<file path="config.mk">
export PLATFORM = sky130hd
export DESIGN_NAME = md_alu
export DESIGN_NICKNAME = d
export VERILOG_FILES = /design/src/rtl/md_alu_pkg.sv /design/src/rtl/md_alu_iter.sv /design/src/rtl/md_alu.sv
export SDC_FILE = /design/constraint.sdc
export NUM_CORES = 1
export LEC_CHECK = 0
export CORE_ASPECT_RATIO = 0.8
export CORE_UTILIZATION = 60
export CTS_BUF_LIST = sky130_fd_sc_hd__clkbuf_2 sky130_fd_sc_hd__clkbuf_4 sky130_fd_sc_hd__clkbuf_8
export DETAILED_ROUTE_END_ITERATION = 10
export PLACE_DENSITY = 0.83
export SYNTH_ARGS = -nofsm -noshare
export SYNTH_HDL_FRONTEND = slang
export SYNTH_HIERARCHICAL = 1
export SYNTH_SLANG_ARGS = --single-unit
export TNS_END_PERCENT = 10
</file>
<file path="constraint.sdc">
create_clock -name clk -period 4.5 [get_ports clk]
set_input_delay 0.45 -clock clk [delete_from_list [all_inputs] [get_ports clk]]
set_output_delay 0.45 -clock clk [all_outputs]
set_load 0.01 [all_outputs]
</file>
<file path="src/rtl/md_alu_pkg.sv">
// md_alu_pkg: shared types for the md_alu multiply/divide ALU.
//   alu_op_e    - ALUControl operation codes
//   alu_state_e - sequencing FSM states
//   iter_cnt_width() - width of the iterative datapath step counter
package md_alu_pkg;

    typedef enum logic [3:0] {
        OpAnd   = 4'b0000,
        OpOr    = 4'b0001,
        OpAdd   = 4'b0010,
        OpXor   = 4'b0011,
        OpSltu  = 4'b0101,
        OpSub   = 4'b0110,
        OpSlt   = 4'b0111,
        OpMultu = 4'b1000,
        OpDivu  = 4'b1001,
        OpNor   = 4'b1100
    } alu_op_e;

    typedef enum logic [1:0] {
        StIdle,
        StMul,
        StDiv,
        StDone
    } alu_state_e;

    // One extra bit so the counter can hold the value WIDTH itself.
    function automatic int unsigned iter_cnt_width(input int unsigned width);
        return $clog2(width) + 1;
    endfunction

endpackage

</file>
<file path="src/rtl/md_alu_iter.sv">
// md_alu_iter: iterative unsigned multiply (shift-add) / restoring divide datapath.
// One bit per step; the caller runs exactly WIDTH steps after a start.
//   clk, rst_n     - clock, async active-low reset
//   start_i        - load operands and clear the step counter
//   div_i          - with start_i: 1 = divide, 0 = multiply
//   step_i         - advance one bit this cycle
//   a_i, b_i       - multiplicand/multiplier or dividend/divisor
//   last_o         - the current step is the final one
//   hi_nxt_o       - high half / remainder after the current step
//   lo_nxt_o       - low half / quotient after the current step
module md_alu_iter
    import md_alu_pkg::*;
#(
    parameter int unsigned WIDTH = 32
) (
    input  logic             clk,
    input  logic             rst_n,
    input  logic             start_i,
    input  logic             div_i,
    input  logic             step_i,
    input  logic [WIDTH-1:0] a_i,
    input  logic [WIDTH-1:0] b_i,
    output logic             last_o,
    output logic [WIDTH-1:0] hi_nxt_o,
    output logic [WIDTH-1:0] lo_nxt_o
);

    localparam int unsigned CntW = iter_cnt_width(WIDTH);

    // acc: product high half / partial remainder
    // sh:  multiplier shifting out, product low half / dividend shifting out, quotient in
    // opnd: multiplicand / divisor
    logic [WIDTH-1:0] acc_q, acc_d;
    logic [WIDTH-1:0] sh_q, sh_d;
    logic [WIDTH-1:0] opnd_q, opnd_d;
    logic             div_q, div_d;
    logic [CntW-1:0]  cnt_q, cnt_d;

    logic [WIDTH:0]   mul_sum;
    logic [WIDTH:0]   div_cand;
    logic [WIDTH-1:0] div_diff;
    logic             div_fit;
    logic [WIDTH-1:0] acc_step;
    logic [WIDTH-1:0] sh_step;

    always_comb begin
        mul_sum  = {1'b0, acc_q} + (sh_q[0] ? {1'b0, opnd_q} : '0);
        div_cand = {acc_q, sh_q[WIDTH-1]};
        div_fit  = div_cand >= {1'b0, opnd_q};
        // Only used when div_fit, so the result always fits in WIDTH bits.
        div_diff = div_cand[WIDTH-1:0] - opnd_q;

        if (div_q) begin
            acc_step = div_fit ? div_diff : div_cand[WIDTH-1:0];
            sh_step  = {sh_q[WIDTH-2:0], div_fit};
        end else begin
            acc_step = mul_sum[WIDTH:1];
            sh_step  = {mul_sum[0], sh_q[WIDTH-1:1]};
        end
    end

    always_comb begin
        acc_d  = acc_q;
        sh_d   = sh_q;
        opnd_d = opnd_q;
        div_d  = div_q;
        cnt_d  = cnt_q;
        if (start_i) begin
            acc_d  = '0;
            sh_d   = div_i ? a_i : b_i;
            opnd_d = div_i ? b_i : a_i;
            div_d  = div_i;
            cnt_d  = '0;
        end else if (step_i && (cnt_q != CntW'(WIDTH))) begin
            acc_d = acc_step;
            sh_d  = sh_step;
            cnt_d = cnt_q + 1'b1;
        end
    end

    always_ff @(posedge clk or negedge rst_n) begin
        if (!rst_n) begin
            acc_q  <= '0;
            sh_q   <= '0;
            opnd_q <= '0;
            div_q  <= 1'b0;
            cnt_q  <= '0;
        end else begin
            acc_q  <= acc_d;
            sh_q   <= sh_d;
            opnd_q <= opnd_d;
            div_q  <= div_d;
            cnt_q  <= cnt_d;
        end
    end

    assign last_o   = (cnt_q == CntW'(WIDTH - 1));
    assign hi_nxt_o = acc_step;
    assign lo_nxt_o = sh_step;

endmodule

</file>
<file path="src/rtl/md_alu.sv">
// md_alu: MIPS-style ALU with single-cycle logic/arith ops and iterative MULTU/DIVU.
// One operation outstanding at a time; valid/ready handshakes on both sides.
//   clk, rst_n          - clock, async active-low reset
//   srcA, srcB          - operands (captured on acceptance)
//   ALUControl          - operation code
//   in_valid, in_ready  - request handshake (ready only when idle)
//   out_valid, out_ready- result handshake (result held until consumed)
//   ALUResult, Zero     - registered result and its zero flag
//   Hi, Lo              - architectural HI/LO, written by MULTU/DIVU only
//   DivZero             - last completed DIVU had a zero divisor
module md_alu
    import md_alu_pkg::*;
#(
    parameter int unsigned WIDTH = 32
) (
    input  logic             clk,
    input  logic             rst_n,
    input  logic [WIDTH-1:0] srcA,
    input  logic [WIDTH-1:0] srcB,
    input  logic [3:0]       ALUControl,
    input  logic             in_valid,
    output logic             in_ready,
    output logic             out_valid,
    input  logic             out_ready,
    output logic [WIDTH-1:0] ALUResult,
    output logic             Zero,
    output logic [WIDTH-1:0] Hi,
    output logic [WIDTH-1:0] Lo,
    output logic             DivZero
);

    alu_state_e       state_q, state_d;
    logic [WIDTH-1:0] result_q, result_d;
    logic [WIDTH-1:0] hi_q, hi_d;
    logic [WIDTH-1:0] lo_q, lo_d;
    logic             divzero_q, divzero_d;
    // Divisor-was-zero flag, held until the DIVU completes.
    logic             divz_pend_q, divz_pend_d;

    alu_op_e          alu_op;
    logic [WIDTH-1:0] simple_res;

    logic             iter_start;
    logic             iter_div;
    logic             iter_step;
    logic             iter_last;
    logic [WIDTH-1:0] iter_hi;
    logic [WIDTH-1:0] iter_lo;

    md_alu_iter #(
        .WIDTH (WIDTH)
    ) u_iter (
        .clk      (clk),
        .rst_n    (rst_n),
        .start_i  (iter_start),
        .div_i    (iter_div),
        .step_i   (iter_step),
        .a_i      (srcA),
        .b_i      (srcB),
        .last_o   (iter_last),
        .hi_nxt_o (iter_hi),
        .lo_nxt_o (iter_lo)
    );

    // Single-cycle operations, evaluated on the live operands at acceptance.
    always_comb begin
        alu_op = alu_op_e'(ALUControl);
        case (alu_op)
            OpAnd:   simple_res = srcA & srcB;
            OpOr:    simple_res = srcA | srcB;
            OpAdd:   simple_res = srcA + srcB;
            OpXor:   simple_res = srcA ^ srcB;
            OpSub:   simple_res = srcA - srcB;
            OpSlt:   simple_res = WIDTH'($signed(srcA) < $signed(srcB));
            OpSltu:  simple_res = WIDTH'(srcA < srcB);
            OpNor:   simple_res = ~(srcA | srcB);
            default: simple_res = '0;
        endcase
    end

    always_comb begin
        state_d     = state_q;
        result_d    = result_q;
        hi_d        = hi_q;
        lo_d        = lo_q;
        divzero_d   = divzero_q;
        divz_pend_d = divz_pend_q;
        iter_start  = 1'b0;
        iter_div    = 1'b0;

        unique case (state_q)
            StIdle: begin
                if (in_valid) begin
                    if (alu_op == OpMultu) begin
                        iter_start = 1'b1;
                        state_d    = StMul;
                    end else if (alu_op == OpDivu) begin
                        iter_start  = 1'b1;
                        iter_div    = 1'b1;
                        divz_pend_d = (srcB == '0);
                        state_d     = StDiv;
                    end else begin
                        result_d = simple_res;
                        state_d  = StDone;
                    end
                end
            end
            StMul: begin
                // Commit on the final step so the op spends exactly WIDTH cycles here.
                if (iter_last) begin
                    hi_d     = iter_hi;
                    lo_d     = iter_lo;
                    result_d = iter_lo;
                    state_d  = StDone;
                end
            end
            StDiv: begin
                if (iter_last) begin
                    hi_d      = iter_hi;
                    lo_d      = iter_lo;
                    result_d  = iter_lo;
                    divzero_d = divz_pend_q;
                    state_d   = StDone;
                end
            end
            StDone: begin
                if (out_ready) begin
                    state_d = StIdle;
                end
            end
            default: state_d = StIdle;
        endcase
    end

    assign iter_step = (state_q == StMul) || (state_q == StDiv);

    always_ff @(posedge clk or negedge rst_n) begin
        if (!rst_n) begin
            state_q     <= StIdle;
            result_q    <= '0;
            hi_q        <= '0;
            lo_q        <= '0;
            divzero_q   <= 1'b0;
            divz_pend_q <= 1'b0;
        end else begin
            state_q     <= state_d;
            result_q    <= result_d;
            hi_q        <= hi_d;
            lo_q        <= lo_d;
            divzero_q   <= divzero_d;
            divz_pend_q <= divz_pend_d;
        end
    end

    assign in_ready  = (state_q == StIdle);
    assign out_valid = (state_q == StDone);
    assign ALUResult = result_q;
    assign Zero      = (result_q == '0);
    assign Hi        = hi_q;
    assign Lo        = lo_q;
    assign DivZero   = divzero_q;

endmodule

</file>
# Word level (Yosys, flattened, before mapping)
# Index checks and enable logic that the tools add are counted.
[word_totals]
regBits = 203
out_inout_bits = 100
elab_cells = 88
[classes]
addsub = 5
n_lt_le_gt_ge = 3
eq_ne = 19
mux = 31
bitwise_logic = 5
reduce_logical = 14
[ops]
columns = ["operator", "count"]
rows = [
  ["two-way mux 32 bit", 14],
  ["case mux 32 bit (8 select lines)", 1],
  ["zero test 32 bit", 2],
  ["less-than comparator 32 bit", 2],
  ["case mux 32 bit (2 select lines)", 1],
  ["subtractor 32 bit", 2],
  ["adder 32 x 33 -> 33 bit", 1],
  ["greater-or-equal comparator 33 x 32 -> 1 bit", 1],
  ["adder 32 bit", 1],
  ["bitwise AND 32 bit", 1],
  ["inverter 32 bit", 1],
  ["bitwise OR 32 bit", 1],
  ["XOR 32 bit", 1],
  ["== test 4 x 3 -> 1 bit (second input constant)", 3],
  ["== test 4 bit (second input constant)", 3],
  ["two-way mux 6 bit", 2],
  ["== test 4 x 2 -> 1 bit (second input constant)", 2],
  ["two-way mux 1 bit", 8],
  ["two-way mux 2 bit", 4],
  ["adder 6 x 1 -> 6 bit (second input constant)", 1],
  ["== test 6 x 5 -> 1 bit (second input constant)", 1],
  ["!= test 2 bit (second input constant)", 3],
  ["!= test 6 bit (second input constant)", 1],
  ["case mux 2 bit (3 select lines)", 1],
  ["other kinds (15)", 19],
]

# Logic depth before layout (Yosys ltp)
[logic_depth]
word_depth = 7
mapped_depth = 14
ltp_nobuf = 14

# Hierarchy
# Netlist, hierarchy kept.
[modules_own_cells]
columns = ["mod", "n_inst", "cells_per_inst", "area_each_um2"]
rows = [
  ["md_alu_iter", 1, 1217, 9903.2],
  ["md_alu", 1, 1172, 9470.3],
]

# Worst setup path before layout
# Ideal clock, no wire load.
[synth_path]
kind = "reg-to-reg"
start = "register u_iter.sh_q[0]"
end = "register hi_q[31], in the netlist Hi[31]"
setup_ns = 0.125
arrival_ns = 3.169
path_slack_ns = 1.206
path_stages_with_launch = 14
synth_period_minus_slack_ns = 3.294
path_cell_list = "dfrtp_1 > and2_1 > ha_1 > fa_1 > a211oi_2 > o211ai_1 > a221oi_1 > o211ai_1 > a31oi_2 > nor3_1 > o31a_1 > nor3_1 > nor2_1 > mux2_2"
[synth_between]
elab_chain_len = 3
[synth_rtl]
columns = ["item", "line_no", "rtl"]
rows = [
  ["from (decl)", "md_alu_iter.sv:34", "logic [WIDTH-1:0] sh_q, sh_d;"],
  ["from (signal assigned)", "md_alu_iter.sv:84", "sh_q <= '0;"],
  ["from (signal assigned)", "md_alu_iter.sv:90", "sh_q <= sh_d;"],
  ["two-way mux 32 bit", "md_alu_iter.sv:47", "mul_sum = {1'b0, acc_q} + (sh_q[0] ? {1'b0, opnd_q} : '0);"],
  ["adder 32 x 33 -> 33 bit", "md_alu_iter.sv:47", ""],
  ["two-way mux 32 bit", "md_alu_iter.sv:53", "if (div_q) begin"],
  ["named net iter_hi[31]", "md_alu.sv:47", "logic [WIDTH-1:0] iter_hi;"],
  ["to (signal assigned)", "md_alu.sv:148", "hi_q <= hi_d;"],
  ["to (decl)", "md_alu.sv:34", "logic [WIDTH-1:0] hi_q, hi_d;"],
]
# The timed path passes the listed nets, and every way through them passes these cells.
# A chain may end at the register's enable or synchronous reset.

# Worst setup path in the final report
[layout_path]
start = "register u_iter.acc_q[22]"
end = "register result_q[0], in the netlist ALUResult[0]"
[layout_between]
elab_chain_len = 4
[layout_rtl]
columns = ["item", "line_no", "rtl"]
rows = [
  ["from (decl)", "md_alu_iter.sv:33", "logic [WIDTH-1:0] acc_q, acc_d;"],
  ["from (signal assigned)", "md_alu_iter.sv:83", "acc_q <= '0;"],
  ["from (signal assigned)", "md_alu_iter.sv:89", "acc_q <= acc_d;"],
  ["greater-or-equal comparator 33 x 32 -> 1 bit", "md_alu_iter.sv:49", "div_fit = div_cand >= {1'b0, opnd_q};"],
  ["two-way mux 32 bit", "md_alu_iter.sv:53", ""],
  ["named net iter_lo[0]", "md_alu.sv:48", "logic [WIDTH-1:0] iter_lo;"],
  ["two-way mux 32 bit", "md_alu.sv:110, md_alu.sv:118", ""],
  ["case mux 32 bit (2 select lines)", "md_alu.sv:91", "unique case (state_q)"],
  ["to (signal assigned)", "md_alu.sv:147", "result_q <= result_d;"],
  ["to (decl)", "md_alu.sv:33", "logic [WIDTH-1:0] result_q, result_d;"],
]
# The timed path passes the listed nets, and every way through them passes these cells. The select of a mux whose other input is x is not followed.

==> results.cfg <==
[synthesis]
post_synth.cell_area_avg_um2 = 8.11
synthesis.area_mm2 = 0.0194
synth-edff-count = 0
yosysWarnings = 6
ys_top_cells_by_area = dfrtp_1, ha_1, mux2_2
synth.top_cell.area_share = 0.262
ys_seq_area_frac = 0.262
synth_area_leader_cell = dfrtp_1
synth_most_common_cell = a21oi_1
synth_ff_type = dfrtp_1
syn_inst = 2389
syn_nets = 2634
async_flop_share = 1.00
ys_types = 84
ys_seq_elements = 203
synthTopCellsByCount = a21oi_1, nor2_1, nand2_1

[place]
io_buffer_count = 171
pre_cts_ws_ps = 119
dp_hpwl_um = 56900
gp_congestion = 1.09

[drt]
drt_iter0_drc = 2795
wirelength_um = 75900
via_count = 20400
avgRoutedWirePerCell_um = 25.6
drc_errors = 0
vias_per_cell = 6.89
antenna_left = 0
dr.pass1.iters = 6

[critical_path]
path_class = flop to flop
crit_arrival_ps = 4680
crit_chain = ha_1, nand2_1, nor4_1, nand4_1, nand2_1, o31ai_4, nor2_1, a21o_1, a21oi_1, nor2_1, nor2_1, a21oi_1
cp_max_fo = 6
crit_required_ps = 5010
r2r_cells = 12
startpoint_type = flop
reg2reg_slack_ps = 340
max_stage_delay_ps = 730
rr_endpoint = ALUResult[0]
crit_top_cell = nor2_1
critPathSlowestCell = nor4_1
startpoint = u_iter/acc_q[22]
endpoint_kind = flop
r2r_start = u_iter/acc_q[22]
crit_path_end = ALUResult[0]

[global_routing]
antenna_found_initial = 2
grt_pass1_wl_um = 114000
grt_util_all_layers = 0.450
grt_max_degree = 95
overflow = 0
grt_pass1_vias = 19200

[pwr]
ir_drop_uv = 741
clkPwrFrac = 0.122
comb_power_share = 0.684
p_leak_nw = 9.33
p_per_area_mw_per_mm2 = 723
swShare = 0.525
power.switching_mw = 8.50
intPower_mw = 7.70
power_frac_seq = 0.194

[sta]
setup_viol = 0
setup_tns_ps = 0
hold_viol_final = 0
rsz0062_at_grt = false
clock.fmax_mhz = 240
tightestPinTransition_ps = 1120
drv_slew = 0
relSlewSlack = 0.247
fin_ws_ps = 336
finalCritPeriodShare = 0.925
fin_skew_ps = 46.1
min_period_ps = 4160

[floorplanning]
start_util = 0.614
design.die.area_mm2 = 0.0330
ioPinCount = 172
rows = 58
core_mm2 = 0.0316
die_h_um = 163
die_w_um = 203

[finish]
fillers = 2519
drive_above_1_share = 0.115
multiInputGateArea_mm2 = 0.0132
regArea_mm2 = 0.00508
nNetsFinal = 2766
area_delta_synth_final_pct = 15.6

[clock_tree]
ctsLongestPathBuffers = 3
clk_pin_slew_ps = 80
insertion_delay_ps = 610
ctsHtreeMaxLevel = 2
cts.repair.resized = 0
cts_buffers = 38
clock-sinks = 203
cts_tree = built
cts_root_buf = clkbuf_8

[run_status]
status = complete, no violations

[hold_path]
hold_path_class = input pin to async pin

[flow_run]
drv_cap = 0
## area by class of cell
class,instances,share of cell area
multi-input combinational,1889,0.587
sequential,203,0.227
clock inverter,17,0.00687
inverter,157,0.0263
antenna,1,0.000112
clock buffer,50,0.0290
tap,420,0.0235
timing repair buffer,232,0.0999
## state kept, by name, indices dropped and copies added (netlist names)
register / flops
ALUResult: 32
DivZero: 1
Hi: 32
Lo: 32
divz_pend_q: 1
state_q: 2
u_iter/acc_q: 32
u_iter/cnt_q: 6
u_iter/div_q: 1
u_iter/opnd_q: 32
u_iter/sh_q: 32
## layout by cell type (no fill, tap or decap), types with 8 or more instances in the layout
| cell | n |
|---|---|
| a211o_1 | 10 |
| a211oi_1 | 22 |
| a21o_1 | 46 |
| a21oi_1 | 236 |
| a221o_1 | 18 |
| a221oi_1 | 25 |
| a31oi_1 | 21 |
| and2_1 | 48 |
| and3_1 | 24 |
| buf_4 | 55 |
| clkbuf_8 | 45 |
| clkdlybuf4s50_1 | 170 |
| clkinv_2 | 8 |
| dfrtp_1 | 202 |
| ha_1 | 169 |
| inv_1 | 154 |
| mux2_2 | 130 |
| mux2i_1 | 88 |
| nand2_1 | 206 |
| nand2b_1 | 13 |
| nand3_1 | 39 |
| nand4_1 | 17 |
| nor2_1 | 225 |
| nor2b_1 | 16 |
| nor3_1 | 37 |
| nor4_1 | 26 |
| o2111ai_1 | 9 |
| o211ai_1 | 29 |
| o21a_1 | 23 |
| o21ai_0 | 165 |
| o21bai_1 | 16 |
| o22ai_1 | 13 |
| o31a_1 | 8 |
| o31ai_1 | 22 |
| or3_1 | 11 |
| xnor2_1 | 35 |
| xor2_1 | 24 |
## what timing repair did
item | in CTS | in global routing
hold buffers | 1 | 0
setup buffers | 0 | 0
hold endpoints to repair | 77 | 0
## cells by family after synthesis
group | share of synthesized area
adder cells (fa/ha/maj) | 0.113
XOR/XNOR | 0.0267
multiplexers | 0.121
buffers and inverters | 0.0601
AND/OR/NAND/NOR | 0.164
AO/OA/AOI/OAI | 0.252
flip-flops | 0.262
## per-stage QoR
step | area, um2 | power (mW) | util | std cells | hold WS [ps]
floorplan | 19400 | 10.5 | - | 2389 | 154
global placement | 21600 | 13.4 | 0.684 | 2900 | 460
detailed placement | 21600 | 13.7 | 0.684 | 2900 | 474
CTS | 22400 | 15.8 | 0.709 | 2968 | 482
global route | 22400 | 17.1 | 0.709 | 2968 | 508
finish | 22400 | 16.2 | 0.710 | 2969 | 455
## per-layer routing
metal	part of all wire	track usage	wire [um]
met3	0.14	0.137	10600
met1	0.41	0.627	30800
met4	0.044	0.191	3310
met5	0.00014	0	11
met2	0.41	0.643	31200
## how the worst min path moves through the flow
stage | to | slack [ps] | cells past startpoint | start
floorplan | ALUResult[0] | 150 | 0 | rst_n
global placement | divz_pend_q | 460 | 2 | divz_pend_q
detailed placement | divz_pend_q | 470 | 2 | divz_pend_q
CTS | u_iter/acc_q[17] | 480 | 2 | rst_n
global route | Hi[28] | 510 | 2 | rst_n
finish | Hi[28] | 460 | 2 | rst_n
## power by group through the flow
stage          sequential (mW)  clock (mW)  combinational, mW
2_1_floorplan             2.86           0               7.63
3_3_place_gp              3.09           0               10.3
3_5_place_dp              3.12           0               10.6
4_1_cts                   3.09        1.98               10.7
5_1_grt                   3.17        2.07               11.8
6_report                  3.14        1.98               11.1
## worst max-delay path: cells and delay by family, from the launching register on
family	cells	cell delay, ps
AO/OA/AOI/OAI	4	650
adder cells (fa/ha/maj)	1	500
flip-flops	1	460
AND/OR/NAND/NOR	7	2470
No activity file was read; power rests on OpenSTA's default activity.
